**config.mk**
```make
export PLATFORM = sky130hd
export DESIGN_NAME = uart_rx_block
export DESIGN_NICKNAME = d
export VERILOG_FILES = /design/src/rtl/uart_pkg.sv /design/src/rtl/uart_rx_byte.sv /design/src/rtl/uart_rx_block.sv
export SDC_FILE = /design/constraint.sdc
export NUM_CORES = 1
export LEC_CHECK = 0
export ABC_AREA = 1
export CAP_MARGIN = 10
export CORE_ASPECT_RATIO = 1.5
export CORE_MARGIN = 2
export CORE_UTILIZATION = 45
export DETAILED_ROUTE_END_ITERATION = 12
export GPL_ROUTABILITY_DRIVEN = 0
export PLACE_DENSITY = 0.68
export SYNTH_ARGS = -nofsm -noshare
export SYNTH_HDL_FRONTEND = slang
export SYNTH_SLANG_ARGS = --single-unit
```
**constraint.sdc**
```tcl
create_clock -name clk -period 1.75 [get_ports clk]
set_clock_uncertainty 0.2 [all_clocks]
set_input_delay 0.175 -clock clk [delete_from_list [all_inputs] [get_ports clk]]
set_output_delay 0.175 -clock clk [all_outputs]
set_load 0.05 [all_outputs]
```
**src/rtl/uart_pkg.sv**
```systemverilog
// -----------------------------------------------------------------------------
// uart_pkg
// Shared definitions for the AES block UART receiver and its matching
// block transmitter.
//   rx_state_t           - byte-level receive FSM states
//   BYTES_PER_BLOCK      - bytes per AES block on the wire
//   BLOCK_BITS           - width of one assembled block
//   DEFAULT_CLKS_PER_BIT - 100 MHz system clock / 9600 baud
// -----------------------------------------------------------------------------
package uart_pkg;

    typedef enum logic [1:0] {
        IDLE  = 2'd0,
        START = 2'd1,
        DATA  = 2'd2,
        STOP  = 2'd3
    } rx_state_t;

    localparam int BYTES_PER_BLOCK      = 16;
    localparam int BLOCK_BITS           = 8 * BYTES_PER_BLOCK;
    localparam int DEFAULT_CLKS_PER_BIT = 10417;

endpackage

```
**src/rtl/uart_rx_byte.sv**
```systemverilog
// -----------------------------------------------------------------------------
// uart_rx_byte
// Receives one 8N1 character (8 data bits LSB first, >= 1 stop bit) from an
// asynchronous serial line.
// Ports:
//   clk        in   system clock
//   reset      in   synchronous, active-high
//   rx         in   asynchronous serial line, idles high
//   byte_data  out  last character shifted in (valid while byte_ok is high)
//   byte_ok    out  one-cycle strobe in the stop-sample cycle, stop bit high
//   byte_err   out  one-cycle strobe in the stop-sample cycle, stop bit low
//   busy       out  high whenever the FSM is not in IDLE
// byte_ok/byte_err are combinational so the parent can register its own
// pulses exactly one cycle after the stop sample.
// -----------------------------------------------------------------------------
module uart_rx_byte
    import uart_pkg::*;
#(
    parameter int CLKS_PER_BIT = DEFAULT_CLKS_PER_BIT
) (
    input  logic       clk,
    input  logic       reset,
    input  logic       rx,
    output logic [7:0] byte_data,
    output logic       byte_ok,
    output logic       byte_err,
    output logic       busy
);

    localparam int HALF_BIT = CLKS_PER_BIT / 2;
    localparam int CNT_W    = $clog2(CLKS_PER_BIT);

    // Two-flop synchronizer; flops reset to the idle (high) line level so a
    // reset never looks like a falling edge.
    logic rx_meta_reg;
    logic rx_s_reg;

    rx_state_t        state_reg,   state_next;
    logic [CNT_W-1:0] clk_cnt_reg, clk_cnt_next;
    logic [2:0]       bit_idx_reg, bit_idx_next;
    logic [7:0]       shift_reg,   shift_next;

    logic half_done;
    logic bit_done;

    assign half_done = (clk_cnt_reg == CNT_W'(HALF_BIT - 1));
    assign bit_done  = (clk_cnt_reg == CNT_W'(CLKS_PER_BIT - 1));

    always_ff @(posedge clk) begin
        if (reset) begin
            rx_meta_reg <= 1'b1;
            rx_s_reg    <= 1'b1;
            state_reg   <= IDLE;
            clk_cnt_reg <= '0;
            bit_idx_reg <= '0;
            shift_reg   <= '0;
        end else begin
            rx_meta_reg <= rx;
            rx_s_reg    <= rx_meta_reg;
            state_reg   <= state_next;
            clk_cnt_reg <= clk_cnt_next;
            bit_idx_reg <= bit_idx_next;
            shift_reg   <= shift_next;
        end
    end

    always_comb begin
        state_next   = state_reg;
        clk_cnt_next = clk_cnt_reg;
        bit_idx_next = bit_idx_reg;
        shift_next   = shift_reg;
        byte_ok      = 1'b0;
        byte_err     = 1'b0;

        case (state_reg)
            IDLE: begin
                if (!rx_s_reg) begin
                    state_next   = START;
                    clk_cnt_next = '0;
                end
            end

            // Half a bit in: a start bit that is already high again was a
            // glitch, otherwise every later sample lands mid-bit.
            START: begin
                if (half_done) begin
                    clk_cnt_next = '0;
                    if (rx_s_reg) begin
                        state_next = IDLE;
                    end else begin
                        state_next   = DATA;
                        bit_idx_next = '0;
                    end
                end else begin
                    clk_cnt_next = clk_cnt_reg + CNT_W'(1);
                end
            end

            DATA: begin
                if (bit_done) begin
                    clk_cnt_next            = '0;
                    shift_next[bit_idx_reg] = rx_s_reg;
                    if (bit_idx_reg == 3'd7) begin
                        state_next = STOP;
                    end else begin
                        bit_idx_next = bit_idx_reg + 3'd1;
                    end
                end else begin
                    clk_cnt_next = clk_cnt_reg + CNT_W'(1);
                end
            end

            // Back to IDLE straight after the stop sample, so any further
            // stop bits are just idle line.
            STOP: begin
                if (bit_done) begin
                    clk_cnt_next = '0;
                    state_next   = IDLE;
                    if (rx_s_reg) begin
                        byte_ok = 1'b1;
                    end else begin
                        byte_err = 1'b1;
                    end
                end else begin
                    clk_cnt_next = clk_cnt_reg + CNT_W'(1);
                end
            end

            default: begin
                state_next = IDLE;
            end
        endcase
    end

    assign byte_data = shift_reg;
    assign busy      = (state_reg != IDLE);

endmodule

```
**src/rtl/uart_rx_block.sv**
```systemverilog
// -----------------------------------------------------------------------------
// uart_rx_block
// Rebuilds 128-bit AES blocks from a UART byte stream; the first byte
// received lands in data[127:120], the sixteenth in data[7:0].
// Ports:
//   clk         in   system clock
//   reset       in   synchronous, active-high
//   rx          in   asynchronous serial line, idles high
//   data        out  last complete block, held until the next one completes
//   data_valid  out  one-cycle pulse, data is new this cycle
//   frame_err   out  one-cycle pulse, a stop bit was sampled low
//   busy        out  high while a character is in flight
// A framing error or an idle gap of IDLE_TIMEOUT_BITS bit-times in the middle
// of a block discards the partial block; neither ever touches data.
// -----------------------------------------------------------------------------
module uart_rx_block
    import uart_pkg::*;
#(
    parameter int CLKS_PER_BIT      = DEFAULT_CLKS_PER_BIT,
    parameter int IDLE_TIMEOUT_BITS = 64
) (
    input  logic         clk,
    input  logic         reset,
    input  logic         rx,
    output logic [127:0] data,
    output logic         data_valid,
    output logic         frame_err,
    output logic         busy
);

    localparam int TIMEOUT_CYCLES = IDLE_TIMEOUT_BITS * CLKS_PER_BIT;
    localparam int IDLE_W         = $clog2(TIMEOUT_CYCLES + 1);
    localparam int BCNT_W         = $clog2(BYTES_PER_BLOCK);
    // The last byte goes straight from the byte receiver into data, so only
    // the leading BYTES_PER_BLOCK-1 bytes need assembly storage.
    localparam int ASM_BITS       = BLOCK_BITS - 8;

    logic [7:0] byte_data;
    logic       byte_ok;
    logic       byte_err;
    logic       rx_busy;

    uart_rx_byte #(
        .CLKS_PER_BIT(CLKS_PER_BIT)
    ) u_rx_byte (
        .clk      (clk),
        .reset    (reset),
        .rx       (rx),
        .byte_data(byte_data),
        .byte_ok  (byte_ok),
        .byte_err (byte_err),
        .busy     (rx_busy)
    );

    logic [BCNT_W-1:0]  byte_cnt_reg;
    logic [IDLE_W-1:0]  idle_cnt_reg;
    logic [ASM_BITS-1:0] assembly_w;
    logic [127:0]       data_reg;
    logic               data_valid_reg;
    logic               frame_err_reg;
    logic               timeout_w;

    // Idle time is only measured between characters of a partial block.
    assign timeout_w = !rx_busy && (byte_cnt_reg != '0) &&
                       (idle_cnt_reg == IDLE_W'(TIMEOUT_CYCLES - 1));

    // One slot register per leading byte position, byte 0 at the MSB end.
    for (genvar gi = 0; gi < BYTES_PER_BLOCK - 1; gi++) begin : g_slot
        localparam int SLOT_MSB = ASM_BITS - 1 - 8 * gi;
        logic [7:0] slot_reg;

        always_ff @(posedge clk) begin
            if (reset) begin
                slot_reg <= '0;
            end else if (byte_ok && (byte_cnt_reg == BCNT_W'(gi))) begin
                slot_reg <= byte_data;
            end
        end

        assign assembly_w[SLOT_MSB -: 8] = slot_reg;
    end

    always_ff @(posedge clk) begin
        if (reset) begin
            byte_cnt_reg   <= '0;
            idle_cnt_reg   <= '0;
            data_reg       <= '0;
            data_valid_reg <= 1'b0;
            frame_err_reg  <= 1'b0;
        end else begin
            data_valid_reg <= 1'b0;
            frame_err_reg  <= 1'b0;

            if (byte_ok) begin
                if (byte_cnt_reg == BCNT_W'(BYTES_PER_BLOCK - 1)) begin
                    data_reg       <= {assembly_w, byte_data};
                    data_valid_reg <= 1'b1;
                    byte_cnt_reg   <= '0;
                end else begin
                    byte_cnt_reg <= byte_cnt_reg + BCNT_W'(1);
                end
            end else if (byte_err) begin
                frame_err_reg <= 1'b1;
                byte_cnt_reg  <= '0;
            end else if (timeout_w) begin
                byte_cnt_reg <= '0;
            end

            if (rx_busy || (byte_cnt_reg == '0) || timeout_w) begin
                idle_cnt_reg <= '0;
            end else begin
                idle_cnt_reg <= idle_cnt_reg + IDLE_W'(1);
            end
        end
    end

    assign data       = data_reg;
    assign data_valid = data_valid_reg;
    assign frame_err  = frame_err_reg;
    assign busy       = rx_busy;

endmodule

```
# Yosys cells after proc, flatten, opt, wreduce, memory -nomap -nowiden
# Index checks and enable logic that the tools add are counted.
# word_totals
register_bits,303
latch_bits,0
ram_bits,0
rom_bits,0
output_inout_bits,131
mem_count,0
# classes
add_sub_neg,4
mul,0
div_mod_pow,0
magnitude_cmp,2
n_eq_ne,29
shift,0
mux,31
bitwise,1
reduce_logical,35
# op_table
op,n
14-bit 2-to-1 mux,3
14-bit case mux with 3 select lines,1
"4-bit equality test, second input constant",8
"20-bit by 1-bit adder with 20-bit output, second input constant",1
"20-bit equality test, second input constant",1
1-bit logical AND,18
"4-bit by 3-bit equality test with 1-bit output, second input constant",4
4-bit 2-to-1 mux,4
"14-bit by 1-bit adder with 14-bit output, second input constant",1
"14-bit by 13-bit equality test with 1-bit output, second input constant",1
"14-bit equality test, second input constant",1
2-bit 2-to-1 mux,6
3-bit 2-to-1 mux,4
5-bit AND reduction,2
1-bit 2-to-1 mux,9
8-bit bitwise mux,1
"4-bit by 2-bit equality test with 1-bit output, second input constant",2
"2-bit by 1-bit != test with 1-bit output, second input constant",4
2-bit case mux with 4 select lines,1
2-bit OR reduction,4
"2-bit != test, second input constant",3
3-bit case mux with 2 select lines,1
"4-bit by 1-bit adder with 4-bit output, second input constant",1
"2-bit equality test, second input constant",2
other kinds (16),19

# Longest topological paths before layout
# Gate-level depths: netlist of the first run.
# depth
ltp_word,7
mapped_depth,12
depth_no_buf,11

# By module
# A second synthesis of the first run with hierarchy kept.
# unflattened
hier_cells,1555
hier_area_um2,11599.9
# modules_own_cells
mod,instances,cells_per_inst,area_per_inst_um2,seq_area_each_um2
uart_rx_block,1,1295,9882.0,5485.3
uart_rx_byte,1,260,1717.9,580.6

# Least setup slack after synthesis of the first run
# No wires, ideal clock.
# synth_path
path_type,register to register
start,reg u_rx_byte.clk_cnt_reg[0]
end,reg data_reg[100] (netlist: data[100])
setup_ns,0.113
t_arrival_ns,1.587
t_required_ns,1.437
slack_ns,-0.149
stages_incl_launch_ff,12
n_path_buf,2
synth_period_minus_slack_ns,1.899
path_cell_list,dfxtp_1 inv_1 ha_1 inv_1 nor2_1 nand3_1 nor2_8 nand4_4 buf_2 buf_2 nor2_1 nor2_1
# synth_via
elab_chain_cells,4
# synth_lines
element,line,source
start: declaration,uart_rx_byte.sv:39,"logic [CNT_W-1:0] clk_cnt_reg, clk_cnt_next;"
start signal: assignment,uart_rx_byte.sv:61,clk_cnt_reg <= clk_cnt_next;
14-bit equality test,uart_rx_byte.sv:47,assign bit_done = (clk_cnt_reg == CNT_W'(CLKS_PER_BIT - 1));
1-bit 2-to-1 mux,uart_rx_byte.sv:116,if (bit_done) begin
1-bit 2-to-1 mux,uart_rx_byte.sv:75,case (state_reg)
2-bit AND reduction (no line),n/a,
end signal: assignment,uart_rx_block.sv:96,"data_reg <= {assembly_w, byte_data};"
end: declaration,uart_rx_block.sv:58,logic [127:0] data_reg;
# Every way passes these cells.
# A chain may end at the register's enable or synchronous reset.

# Worst setup path after layout of the first run
# layout_path
start,reg u_rx_byte.clk_cnt_reg[9]
end,reg g_slot[5].slot_reg[2]
# layout_via
elab_chain_cells,4
# layout_lines
element,line,source
14-bit equality test,uart_rx_byte.sv:47,
1-bit 2-to-1 mux,uart_rx_byte.sv:116,
1-bit 2-to-1 mux,uart_rx_byte.sv:75,
1-bit logical AND,uart_rx_block.sv:75,end else if (byte_ok && (byte_cnt_reg == BCNT_W'(gi))) begin
end signal: assignment,uart_rx_block.sv:76,slot_reg <= byte_data;
end: declaration,uart_rx_block.sv:70,logic [7:0] slot_reg;
# Every way passes these cells.

==> results of run 1 <==
## repair_timing
item                                    CTS  global route
resized for setup                        51            83
endpoints found under the hold margin    14             0
pin swaps                                 7            17
buffers inserted                          6             8
hold buffers                              2             0
gates cloned                              7             7
endpoints found under the setup margin  286           299
## power by group through the flow
stage / combinational, mW / clock, mW / sequential (mW)
floorplan: 0.212 / 0 / 7.07
global placement: 0.364 / 0 / 7.07
detailed placement: 0.368 / 0 / 7.07
CTS: 0.375 / 6.05 / 6.92
global route: 0.423 / 6.29 / 6.91
finish: 0.393 / 5.92 / 6.92
## layer usage
metal	up-vias	track usage (%)	wire length, um
li1	6313	-	-
met1	5742	27.4	14800
met2	318	40.6	18400
met3	70	2.39	1480
met4	0	7.72	965
met5	-	0	0
## path summary, 6_finish.rpt
check	start	endpoint	slack, ps	depth (start not counted)
setup / recovery	u_rx_byte.clk_cnt_reg[9]	g_slot[5].slot_reg[2]	-280	10
hold / removal	u_rx_byte.rx_meta_reg	u_rx_byte.rx_s_reg	230	1
setup reg to reg	u_rx_byte.clk_cnt_reg[9]	g_slot[5].slot_reg[2]	-280	10
hold reg to reg	u_rx_byte.rx_meta_reg	u_rx_byte.rx_s_reg	230	1
## through the flow
step | area, sq um | setup TNS [ps]
after CTS | 16500 | -23360
final | 17000 | -36250
after floorplan | 13200 | -2830
after detailed placement | 15200 | -41230
after global routing | 17000 | -62520
after global placement | 15200 | -34890
## kinds of logic (layout without fill, tap and decap cells)
group                      count (synthesis)  in the layout
and+or+nand+nor                         1082           1082
buffers and inverters                    320            549
DFF                                      303            303
AOI/OAI and AO/OA                        146            146
xor gates and xnor gates                  16             16
adders and majority gates                 10             10
## layout make-up
class                           instances  share of cell area (%)
Multi-Input combinational cell       1254                    35.4
Sequential cell                       303                    35.8
Inverter                              210                    4.69
Clock inverter                         13                   0.656
Clock buffer                           38                    4.52
Timing Repair Buffer                  288                    16.1
Tap cell                              390                    2.87
## cell usage after synthesis (11+ instances only)
| cell | instances |
|---|---|
| a21oi_1 | 130 |
| buf_1 | 11 |
| buf_2 | 22 |
| buf_6 | 12 |
| clkbuf_1 | 57 |
| dfxtp_1 | 303 |
| inv_1 | 204 |
| nand2_1 | 506 |
| nand3_1 | 36 |
| nand4_1 | 137 |
| nor2_1 | 368 |
| nor3_1 | 14 |
| o21ai_0 | 16 |
| xor2_1 | 13 |
==> impl_metrics.tcl, run 1 <==
set metrics [dict create \
    outcome "finished with violations" \
    violations "negative setup slack" \
    syn_inst 1877 \
    yosysTopAreaCellShare_pct 46.5 \
    seq_area_frac_synth_pct 46.5 \
    yosys_warnings 0 \
    slew_viol_final 0 \
    synth-xor-area-share_pct 1.07 \
    regArea_sq_mm 0.00608 \
    final.min_clock_period_ps 2030 \
    diodes 0 \
    dp_slack_ps -268 \
    holdWs_ps 230 \
    dp_hpwl_mm 22.2 \
    drt-pass1-iter-count 5 \
    grtUsageTotal_pct 22.4 \
    path_clk_slew_ps 70 \
    drv_cap 0 \
    drive_gt1_share_pct 21.3 \
    start_kind "flop" \
    synth.distinct_cells 29 \
    clk_latency_ps 570 \
    cts_sinks 303 \
    synth-main-ff-cell "dfxtp_1" \
    via_per_inst 4.99 \
    final_cell_mix "489 x nand2_1, 329 x nor2_1, 296 x dfxtp_1" \
    final_util_pct 59.3 \
    cts-root-buf "clkbuf_16" \
    maxSlewHeadroom_pct 69.7 \
    synth_compound_area_share_pct 5.60 \
    synth.largest_area_cell "dfxtp_1" \
    crit_slowest_cell "dfxtp_4" \
    antenna_found_initial 0 \
    syn-num-nets 1890 \
    finalCritPeriodShare_pct 116 \
    cp_top_family "simple AND/OR/NAND/NOR gates" \
    cts_tree "built" \
    ys_top_cells_by_area "dfxtp_1 47%, nand2_1 15%, nor2_1 11%" \
    grt_max_degree 80 \
    post-route-worst-setup-slack_ps -277 \
    ys_ff_latch 303 \
    power_leakage_nw 7.93 \
    cp_cell_sequence "nor2_4 -> buf_6 -> nand2_2 -> nor2_1 -> nand2_1 -> nor2_4 -> clkbuf_16 -> buf_12 -> nand4_1 -> a21oi_2" \
    syn_to_final_growth_pct 30.2 \
    drc_errors 0 \
    routed_wl_mm 35.6 \
    max_freq_mhz 493 \
    mostFrequentLayoutCell "nand2_1" \
    io_buffers 133 \
    clock_power_share_pct 44.7 \
    io_pins 134 \
    place_inst 2417 \
    stdcell_count 2496 \
    syn_area_sq_mm 0.0130 \
    power_mw 13.2 \
    p_int_mw 10.3 \
    vias 12400 \
    die_x_um 143 \
    nNetsFinal 2098 \
    synth_top_family_by_area "simple AND/OR/NAND/NOR gates" \
    hold_violations 0 \
    finalSetupViolations 256 \
    first_global_vias 11400 \
    p_seq_share_pct 52.3 \
    cp.required_ps 2040 \
    synth_edf_count 0 \
    yosys.area_share.simple_pct 35.5 \
    start_util_pct 45.6 \
    wl_per_cell_um 14.3 \
    switchingPower_mw 2.96 \
    synth.mux.area_fraction_pct 0 \
    synthAdderAreaFrac_pct 0.959 \
    rsz0062_at_grt "yes" \
    coreArea_sq_mm 0.0286 \
    antenna_left 0 \
    num_rows 76 \
    pwr_density_cell_mw_per_mm2 779 \
    async_reset_ff_share_pct 0 \
    critPathCaptureType "flop" \
    die_h_um 213 \
    crit_buf_inv 3 \
    worstPathMaxFanout 11 \
    die_area_sq_mm 0.0304 \
    grt_pass1_wl_mm 56.0 \
    cts_buffer_depth 3 \
    peakVddDrop_uv 625 \
    p_sw_share_pct 22.4 \
    p_comb_share_pct 3.0 \
    drtIter0Drc 1039 \
    worst_slew_pin_slew_ps 451 \
    multi_input_area_sq_mm 0.00601 \
    hold_class "flop to flop" \
    grt_remaining_overflow 0 \
    arrival_ps 2320 \
    syn_avg_cell_area_sq_um 6.95 \
    cts_max_level 1 \
    cpMostUsedCell "nor2_4" \
    max_stage_delay_ps 360 \
    largest_reg_flops 128 \
    setup.worst_path.class "flop to flop" \
    nFillCells 2642 \
    numCtsBuffers 28 \
]
Note: power is estimated with default switching activity, not from simulation.
==> inputs of run 2 (changes only) <==
--- a/config.mk
+++ b/config.mk
@@ -12,7 +12,7 @@
 export CORE_UTILIZATION = 45
 export DETAILED_ROUTE_END_ITERATION = 12
 export GPL_ROUTABILITY_DRIVEN = 0
-export PLACE_DENSITY = 0.68
+export PLACE_DENSITY = 0.66
 export SYNTH_ARGS = -nofsm -noshare
 export SYNTH_HDL_FRONTEND = slang
 export SYNTH_SLANG_ARGS = --single-unit
==> constraint.sdc (replaced) <==
create_clock -name clk -period 2.5 [get_ports clk]
set_clock_uncertainty 0.2 [all_clocks]
set_input_delay 0.25 -clock clk [delete_from_list [all_inputs] [get_ports clk]]
set_output_delay 0.25 -clock clk [all_outputs]
set_load 0.05 [all_outputs]
==> impl_metrics.tcl, run 2 (same netlist as run 1, synthesis figures left out) <==
set metrics [dict create \
    arrival_ps 2510 \
    num_rows 76 \
    die_x_um 143 \
    dp_hpwl_mm 20.3 \
    largest_reg_flops 128 \
    final_cell_mix "506 x nand2_1, 367 x nor2_1, 303 x dfxtp_1" \
    clk_latency_ps 580 \
    placedInstanceArea_sq_mm 0.0147 \
    first_global_vias 10700 \
    p_int_mw 7.24 \
    finalSetupViolations 0 \
    tns_ps 0 \
    crit_end "u_rx_byte.clk_cnt_reg[1]" \
    holdWs_ps 45.0 \
    grt_remaining_overflow 0 \
    cts_buffer_depth 3 \
    ctsHoldBuffers 0 \
    maxSlewHeadroom_pct 49.9 \
    path_clk_slew_ps 70 \
    p_sw_share_pct 22.0 \
    cp-startpoint "u_rx_byte.clk_cnt_reg[0]" \
    start_util_pct 45.6 \
    critPathCaptureType "flop" \
    reg2reg_from "u_rx_byte.clk_cnt_reg[0]" \
    drc_errors 0 \
    reg2reg_slack_ps 250 \
    rsz0062_at_grt "no" \
    drv_cap 0 \
    switchingPower_mw 2.04 \
    wl_per_cell_um 13.5 \
    drive_gt1_share_pct 5.62 \
    final_area_sq_mm 0.0157 \
    diodes 0 \
    finalCritPeriodShare_pct 90.1 \
    p_comb_share_pct 2.1 \
    pwr_density_cell_mw_per_mm2 593 \
    power_leakage_nw 7.08 \
    worst_slew_pin_slew_ps 752 \
    final.min_clock_period_ps 2250 \
    antenna_found_initial 0 \
    p_seq_share_pct 52.2 \
    outcome "finished, final reports clean" \
    slew_viol_final 0 \
    hold_violations 0 \
    worst-r2r-cell-count 10 \
    cts_tree "built" \
    start_kind "flop" \
    mostFrequentLayoutCell "nand2_1" \
    syn_to_final_growth_pct 20.0 \
    drtIter0Drc 920 \
    io_buffers 133 \
    setup.worst_path.class "flop to flop" \
    die_area_sq_mm 0.0304 \
    antenna_left 0 \
    coreArea_sq_mm 0.0286 \
    cts_max_level 1 \
    cts-root-buf "clkbuf_16" \
    clock_power_share_pct 45.7 \
    peakVddDrop_uv 525 \
    cts_sinks 303 \
    routed_wl_mm 32.1 \
    worstPathMaxFanout 11 \
    nNetsFinal 1987 \
    die_h_um 213 \
    grt_max_degree 155 \
    via_per_inst 4.91 \
    grt_pass1_wl_mm 52.5 \
    drt-pass1-iter-count 5 \
    vias 11700 \
    numCtsBuffers 29 \
    max_freq_mhz 444 \
    cp.required_ps 2760 \
    grtUsageTotal_pct 20.9 \
    hold_class "input port to flop" \
    worstReg2RegEnd "u_rx_byte.clk_cnt_reg[1]" \
    io_pins 134 \
]
[run 2: worst min-delay path by stage]
stage                     startpoint                      to  slack [ps]  cells past startpoint
2_1_floorplan                     rx   u_rx_byte.rx_meta_reg         150                      1
3_3_place_gp   u_rx_byte.rx_meta_reg      u_rx_byte.rx_s_reg         200                      1
3_5_place_dp   u_rx_byte.rx_meta_reg      u_rx_byte.rx_s_reg         210                      1
4_1_cts                           rx   u_rx_byte.rx_meta_reg          40                      2
5_1_grt                           rx   u_rx_byte.rx_meta_reg          70                      2
6_report                       reset  u_rx_byte.byte_data[2]          40                      3
[run 2: routing by layer]
metal	routed length, um	up-vias	share of wire [%]	track usage (%)
met5	0	-	0	0
met4	779	0	2.4	6.69
met3	1490	52	4.7	2.50
met2	16000	300	50	37.1
met1	13800	5294	43	26.1
li1	-	6068	-	-
[run 2: through the flow]
stage | utilization [%] | power (mW) | setup WS (ps) | std cells
2_1_floorplan | - | 5.09 | 601 | 1877
3_3_place_gp | 51.5 | 5.15 | 361 | 2333
3_5_place_dp | 51.5 | 5.15 | 336 | 2333
4_1_cts | 54.7 | 9.38 | 1.31 | 2384
5_1_grt | 54.7 | 9.57 | 113 | 2384
6_report | 54.7 | 9.28 | 247 | 2384
[run 2: timing repair]
item,CTS,global route
buffers inserted,0,0
resized for setup,0,1
hold endpoints to repair,0,0
setup endpoints to repair,0,1
[run 2: worst max-delay path, cell delays in order, from the launching register on]
cell,delay (ps)
dfxtp_1,420
ha_1,250
nand2_1,70
nor3_1,340
nand2_1,90
nand2_1,130
nand2_1,280
nand2_1,140
o21ai_0,100
nand2_1,70
inv_1,50
[run 2: power groups by stage]
stage / registers [mW] / logic, mW / clock network, mW
after CTS: 4.84 / 0.198 / 4.34
after global placement: 4.95 / 0.197 / 0
after detailed placement: 4.95 / 0.197 / 0
after floorplan: 4.95 / 0.142 / 0
final: 4.84 / 0.197 / 4.24
after global routing: 4.84 / 0.217 / 4.51
[run 2: area by class of cell]
type	count	area, sq um
Clock buffer	41	811
Timing Repair Buffer	176	1770
Fill cell	2799	13000
Multi-Input combinational cell	1254	5630
Sequential cell	303	6070
Inverter	210	793
Clock inverter	10	97.6
Tap cell	390	488
